## config.mk

```make
export PLATFORM = sky130hd
export DESIGN_NAME = press_pulse_shaper
export DESIGN_NICKNAME = d
export VERILOG_FILES = /design/src/rtl/press_pulse_shaper.sv
export SDC_FILE = /design/constraint.sdc
export NUM_CORES = 1
export LEC_CHECK = 0
export CORE_ASPECT_RATIO = 0.7
export CORE_UTILIZATION = 45
export DETAILED_ROUTE_END_ITERATION = 16
export GPL_TIMING_DRIVEN = 0
export PLACE_DENSITY = 0.75
export SYNTH_ARGS = -nofsm -noshare
export SYNTH_HDL_FRONTEND = slang
export SYNTH_SLANG_ARGS = --single-unit
```

## constraint.sdc

```tcl
create_clock -name clk -period 2.3 [get_ports clk]
set_input_delay 0.46 -clock clk [delete_from_list [all_inputs] [get_ports clk]]
set_output_delay 0.46 -clock clk [all_outputs]
set_load 0.02 [all_outputs]
```

## src/rtl/press_pulse_shaper.sv

```systemverilog
// Replays single-cycle press events as HOLD_CYCLES-high / GAP_CYCLES-low pulses,
// queueing presses that arrive mid-pulse in a saturating pending counter.
module press_pulse_shaper #(
  parameter int HOLD_CYCLES = 1000,
  parameter int GAP_CYCLES  = 1000,
  parameter int CNT_W       = 16,
  parameter int PEND_W      = 4
) (
  input  logic              clk,
  input  logic              rst,
  input  logic              pulse_in,
  input  logic              clr_ovf,
  output logic              pulse_out,
  output logic              busy,
  output logic [PEND_W-1:0] pending,
  output logic              overflow
);

  typedef enum logic [1:0] {IDLE, HIGH, LOW} state_t;

  localparam logic [CNT_W-1:0]  HOLD_LD  = CNT_W'(HOLD_CYCLES - 1);
  localparam logic [CNT_W-1:0]  GAP_LD   = CNT_W'(GAP_CYCLES - 1);
  localparam logic [PEND_W-1:0] PEND_MAX = '1;

  state_t            state_q, state_d;
  logic [CNT_W-1:0]  timer_q, timer_d;
  logic [PEND_W-1:0] pend_q, pend_d;
  logic              ovf_q, ovf_d;
  logic              pulse_q, busy_q;
  logic              accept, drop;

  always_comb begin
    state_d = state_q;
    timer_d = timer_q;
    pend_d  = pend_q;
    accept  = 1'b0;
    drop    = 1'b0;
    case (state_q)
      IDLE: begin
        if (pulse_in) begin
          state_d = HIGH;
          timer_d = HOLD_LD;
        end
      end
      HIGH: begin
        accept = pulse_in;
        if (timer_q == '0) begin
          state_d = LOW;
          timer_d = GAP_LD;
        end else begin
          timer_d = timer_q - 1'b1;
        end
      end
      LOW: begin
        if (timer_q == '0) begin
          // A press landing on the final gap cycle either restarts directly or
          // cancels against the queued event being consumed.
          if (pend_q != '0) begin
            state_d = HIGH;
            timer_d = HOLD_LD;
            if (!pulse_in) pend_d = pend_q - 1'b1;
          end else if (pulse_in) begin
            state_d = HIGH;
            timer_d = HOLD_LD;
          end else begin
            state_d = IDLE;
          end
        end else begin
          timer_d = timer_q - 1'b1;
          accept  = pulse_in;
        end
      end
      default: begin
        state_d = IDLE;
        timer_d = '0;
      end
    endcase

    if (accept) begin
      if (pend_q == PEND_MAX) drop = 1'b1;
      else                    pend_d = pend_q + 1'b1;
    end

    ovf_d = drop | (ovf_q & ~clr_ovf);
  end

  always_ff @(posedge clk or posedge rst) begin
    if (rst) begin
      state_q <= IDLE;
      timer_q <= '0;
      pend_q  <= '0;
      ovf_q   <= 1'b0;
      pulse_q <= 1'b0;
      busy_q  <= 1'b0;
    end else begin
      state_q <= state_d;
      timer_q <= timer_d;
      pend_q  <= pend_d;
      ovf_q   <= ovf_d;
      pulse_q <= (state_d == HIGH);
      busy_q  <= (state_d != IDLE);
    end
  end

  assign pulse_out = pulse_q;
  assign busy      = busy_q;
  assign pending   = pend_q;
  assign overflow  = ovf_q;

endmodule

```

Yosys cells after proc, flatten, opt, wreduce, memory -nomap -nowiden
Cells that the tools add are included.
{"block": "totals", "latch_bits": 0, "mem_count": 0, "word_cells": 41, "mem_bits_ro": 0, "input_bits": 4, "register_bits": 25, "mem_bits_rw": 0}
{"block": "op_classes", "bitwise": 3, "addsub": 3, "div": 0, "n_mul": 0, "n_reduce_logical": 4, "eq_ne": 4, "shifts": 0, "n_mux": 21, "order_cmp": 0}
{"cell": "16-bit 2-to-1 mux", "n": 4}
{"cell": "16-bit one-hot mux with 3 select lines", "n": 1}
{"cell": "4-bit 2-to-1 mux", "n": 6}
{"cell": "16-bit logical NOT", "n": 1}
{"cell": "16-bit by 1-bit subtractor with 16-bit output, second input constant", "n": 1}
{"cell": "2-bit 2-to-1 mux", "n": 3}
{"cell": "2-bit one-hot mux with 3 select lines", "n": 1}
{"cell": "1-bit 2-to-1 mux", "n": 5}
{"cell": "4-bit by 1-bit adder with 4-bit output, second input constant", "n": 1}
{"cell": "2-bit by 1-bit equality test with 1-bit output, second input constant", "n": 2}
{"cell": "4-bit equality test, second input constant", "n": 1}
{"cell": "4-bit nonzero test", "n": 1}
{"cell": "4-bit by 1-bit subtractor with 4-bit output, second input constant", "n": 1}
{"cell": "2-bit equality test, second input constant", "n": 1}
{"cell": "2-bit logical NOT", "n": 1}
{"cell": "1-bit one-hot mux with 2 select lines", "n": 1}
{"cell": "2-bit nonzero test", "n": 1}
{"cell": "1-bit AND", "n": 1}
{"cell": "1-bit NOT", "n": 1}
{"cell": "1-bit bitwise OR", "n": 1}

Depth between registers and ports, before layout
{"block": "logic_depth", "word_depth": 7, "depth_mapped": 8}

Least setup slack after synthesis
Ideal clock, no wire load.
{"block": "synth_timing", "path_type": "reg-to-reg", "from": "reg pend_q[0], in the netlist pending[0]", "to": "reg pulse_q, in the netlist pulse_out", "t_arrival_ns": 2.005, "n_path_buf": 1, "path_stages_with_launch": 9, "path_slack_ns": 0.222, "setup_ns": 0.072, "cell_sequence": "dfrtp_1 -> inv_1 -> ha_1 -> or3b_2 -> clkbuf_1 -> o21ai_0 -> mux2_2 -> o32a_1 -> nor2_1"}
{"block": "synth_between", "elab_chain_cells": 5}
{"item": "from (decl)", "line_no": "27", "text": "logic [PEND_W-1:0] pend_q, pend_d;"}
{"item": "from (signal assigned)", "line_no": "98", "text": "pend_q <= pend_d;"}
{"item": "4-bit nonzero test", "line_no": "58", "text": "if (pend_q != '0) begin"}
{"item": "1-bit 2-to-1 mux", "line_no": "58"}
{"item": "2-bit 2-to-1 mux", "line_no": "55", "text": "if (timer_q == '0) begin"}
{"item": "2-bit one-hot mux with 3 select lines", "line_no": "38", "text": "case (state_q)"}
{"item": "2-bit by 1-bit equality test with 1-bit output", "line_no": "100", "text": "pulse_q <= (state_d == HIGH);"}
{"item": "to (signal assigned)", "line_no": "100"}
{"item": "to (decl)", "line_no": "29", "text": "logic pulse_q, busy_q;"}
Every way passes these cells.

Final worst setup path
{"block": "layout_timing", "from": "reg timer_q[1]", "to": "reg pend_q[3], in the netlist pending[3]"}
{"block": "layout_between", "elab_chain_cells": 5, "word_cells_on_any_way": 7}
{"item": "from (decl)", "line_no": "26", "text": "logic [CNT_W-1:0] timer_q, timer_d;"}
{"item": "from (signal assigned)", "line_no": "97", "text": "timer_q <= timer_d;"}
{"item": "16-bit logical NOT (*)", "line_no": "55"}
{"item": "4-bit 2-to-1 mux", "line_no": "55"}
{"item": "4-bit 2-to-1 mux", "line_no": "38"}
{"item": "4-bit 2-to-1 mux", "line_no": "80", "text": "if (pend_q == PEND_MAX) drop = 1'b1;"}
{"item": "4-bit 2-to-1 mux (*)", "line_no": "79", "text": "if (accept) begin"}
{"item": "net pend_d[3]", "line_no": "27"}
Mark *: on every way through the listed nets, which the timed path passes. The rest lies on a longest branch.

==> results.json <==
{
  "status": "finished, final reports clean",
  "top_level_ports": 11,
  "synth_cell_types": 54,
  "register_area_um2": 626.9,
  "fp.dieH_um": 54.72,
  "synth_warnings": 0,
  "drtAntennaViolNets": 0,
  "worstSetupPathType": "flip-flop to flip-flop",
  "power_mw": 1.164,
  "power_density_nw_per_um2": 558.3,
  "antenna_found_initial": 0,
  "fin_nets": 239,
  "startpoint_type": "flip-flop",
  "grt-ovfl-total": 0,
  "finalCritPeriodShare": 0.9827,
  "async_flop_share": 1.000,
  "syn_area_per_cell_um2": 8.549,
  "drt_first_iter_violations": 191,
  "finalSetupTns_ns": 0,
  "critical_path_arrival_ns": 2.41,
  "critPathMaxFanout": 10,
  "h-tree-depth": 1,
  "end_kind": "flip-flop",
  "synth_edf_count": 0,
  "hold_viol_final": 0,
  "initial_utilization": 0.4897,
  "multi_input_area_um2": 1140,
  "met2_usage": 0.3142,
  "grt_max_degree": 26,
  "clkSinkCount": 25,
  "static-leakage-power_nw": 0.7971,
  "vias": 1724,
  "ys.flop_type": "dfrtp_1",
  "cts_tree": "built",
  "grt_busiest_layer": "met1",
  "cts_made_buffers": 3,
  "drv_slew": 0,
  "grtUsageMet1": 0.3735,
  "gp_congestion": 0.8996,
  "synth_seq_cells": 25,
  "ys_seq_area_frac": 0.3501,
  "cap_violations": 0,
  "syn-num-nets": 222,
  "fillers": 332,
  "vias_per_cell": 6.269,
  "core_area_um2": 3649,
  "wl_um": 4727,
  "grt_first_pass_wirelength_um": 7445,
  "clk_latency_ns": 0.27,
  "syn_to_final_growth_pct": 16.74,
  "wl_per_cell_um": 17.19,
  "num_rows": 18,
  "drive_above_1_share": 0.1200,
  "io_buffers": 10,
  "die_w_um": 77.32,
  "drc": 0,
  "hp-class": "flip-flop to flip-flop",
  "clock_path_buffers": 2,
  "dieArea_um2": 4231,
  "diodes": 0,
  "worst_slew_pin_slew_ns": 0.9545,
  "clock_skew_ns": 0.003751,
  "first_pass_iters": 5,
  "cts-root-buf": "clkbuf_8",
  "finalCriticalPeriod_ns": 2.260,
  "peakVddDrop_uv": 423.9,
  "finalSetupViolations": 0,
  "maxSlewHeadroom": 0.3629,
  "synth_area_um2": 1787,
  "cts.clk_slew.worst_paths_ns": 0.08,
  "first_global_vias": 1447,
  "layoutNonFillerInstCount": 275,
  "grt_use_met3": 0.06167,
  "globalRouteTotalUtil": 0.2368,
  "required_ns": 2.45,
  "max_freq_mhz": 442.4,
  "placedCellCount": 269,
  "hpwl_um": 3387,
  "synthCells": 209
}
==> registers in the layout, summed over array words and instances (netlist names) <==
signal,count
pending,4
overflow,1
timer_q,16
busy,1
pulse_out,1
state_q,2
==> critical path, stage by stage (launching register included) <==
cell and delay (ns):
dfrtp_1 0.48, inv_1 0.11, ha_1 0.14, nor4b_4 0.30, buf_4 0.19, nand4_4 0.19
o211ai_1 0.42, o211a_1 0.22, o22ai_1 0.09
==> report_power, final <==
group / internal [mW] / leakage, nW / switching, mW / total (mW)
clock network: 0.121 / 0.0255 / 0.142 / 0.263
registers: 0.482 / 0.266 / 0.0569 / 0.539
logic: 0.166 / 0.506 / 0.196 / 0.362
==> kinds of logic (layout without fill, tap and decap cells) <==
logic type / Yosys count / in the layout / synth area share
xor+xnor: 3 / 3 / 0.01471
compound gates: 70 / 70 / 0.2661
buf+inv: 23 / 39 / 0.05042
flops: 25 / 25 / 0.3501
mux: 1 / 1 / 0.006302
simple gates: 78 / 78 / 0.2493
fa+ha+maj: 9 / 9 / 0.06303
==> layer usage <==
metal	vias to the layer above	wire length, um
met5	-	0
met4	0	27
met3	4	432
met2	84	1827
met1	812	2440
li1	824	-
==> final timing paths <==
check	slack [ns]	cells past startpoint	start	end
setup / recovery	0.04	8	timer_q[1]$_DFF_PP0_	pending[3]$_DFF_PP0_
hold / removal	0.54	2	overflow$_DFF_PP0_	overflow$_DFF_PP0_
setup reg to reg	0.04	8	timer_q[1]$_DFF_PP0_	pending[3]$_DFF_PP0_
hold reg to reg	0.54	2	overflow$_DFF_PP0_	overflow$_DFF_PP0_
max in group asynchronous	0.96	2	rst	timer_q[5]$_DFF_PP0_
min in group asynchronous	0.70	2	rst	timer_q[12]$_DFF_PP0_
==> area by class of cell <==
cell class	instances	share of cell area
plain buffers	10	0.02040
well taps	50	0.02999
repair buffers	13	0.05879
multi-input cells	161	0.5465
inverters	12	0.02160
flip-flops and latches	25	0.3005
clock buffers	3	0.01980
clock inverters	1	0.002400
==> stage by stage <==
step	area, um^2	setup WS, ns	hold slack [ns]	util
after floorplan	1787	0.2224	0.4819	-
final	2086	0.03968	0.5358	0.5717
after CTS	2013	0.01591	0.5407	0.5518
after detailed placement	1949	-0.1433	0.5180	0.5343
after global routing	2086	-0.03107	0.5993	0.5717
after global placement	1949	-0.06802	0.5122	0.5343
==> cells in the final DEF, fill, tap and decap left out, types with 2 or more instances in the layout <==
master / netlist / routed
o22ai_1: 2 / 2
xnor2_1: 2 / 2
buf_2: 3 / 3
o21ai_0: 14 / 14
or4_1: 2 / 2
nand2b_1: 7 / 7
nor4_4: 0 / 2
nor4_1: 5 / 3
nor3_1: 9 / 8
o31ai_1: 2 / 2
nor3_2: 1 / 2
nor2_4: 1 / 2
a311oi_1: 4 / 4
or3_1: 4 / 4
a21oi_1: 13 / 13
nand2_1: 14 / 14
a31oi_1: 7 / 7
clkbuf_1: 8 / 6
o211ai_1: 7 / 7
buf_4: 0 / 3
o21ai_1: 3 / 3
dfrtp_1: 25 / 24
nor2_1: 14 / 13
and4_1: 3 / 3
clkbuf_8: 0 / 3
nand4_1: 2 / 2
nand3_1: 7 / 7
ha_1: 9 / 9
inv_1: 12 / 11
a32oi_1: 2 / 2
clkdlybuf4s50_1: 0 / 10
==> Yosys cell counts, types with 2 or more instances <==
master / n / share of area
o21ai_0: 14 / 0.039
and4_1: 3 / 0.015
nor2_1: 14 / 0.029
clkbuf_1: 8 / 0.017
a311oi_1: 4 / 0.020
dfrtp_1: 25 / 0.35
nor4_1: 5 / 0.018
nand4_1: 2 / 0.0070
xnor2_1: 2 / 0.0098
inv_1: 12 / 0.025
o211ai_1: 7 / 0.029
nand2_1: 14 / 0.029
ha_1: 9 / 0.063
a21oi_1: 13 / 0.036
nor3_1: 9 / 0.025
o21ai_1: 3 / 0.0084
nand3_1: 7 / 0.020
o22ai_1: 2 / 0.0070
o31ai_1: 2 / 0.0084
or3_1: 4 / 0.014
or4_1: 2 / 0.0084
a31oi_1: 7 / 0.025
buf_2: 3 / 0.0084
nand2b_1: 7 / 0.025
a32oi_1: 2 / 0.0098
==> repair_timing <==
item / 4_1_cts / 5_1_grt
setup buffers: 0 / 3
endpoints found under the setup margin: 13 / 21
hold buffers: 0 / 0
pin swaps: 0 / 1
resized for setup: 3 / 11
Note: power is estimated with default switching activity, not from simulation.
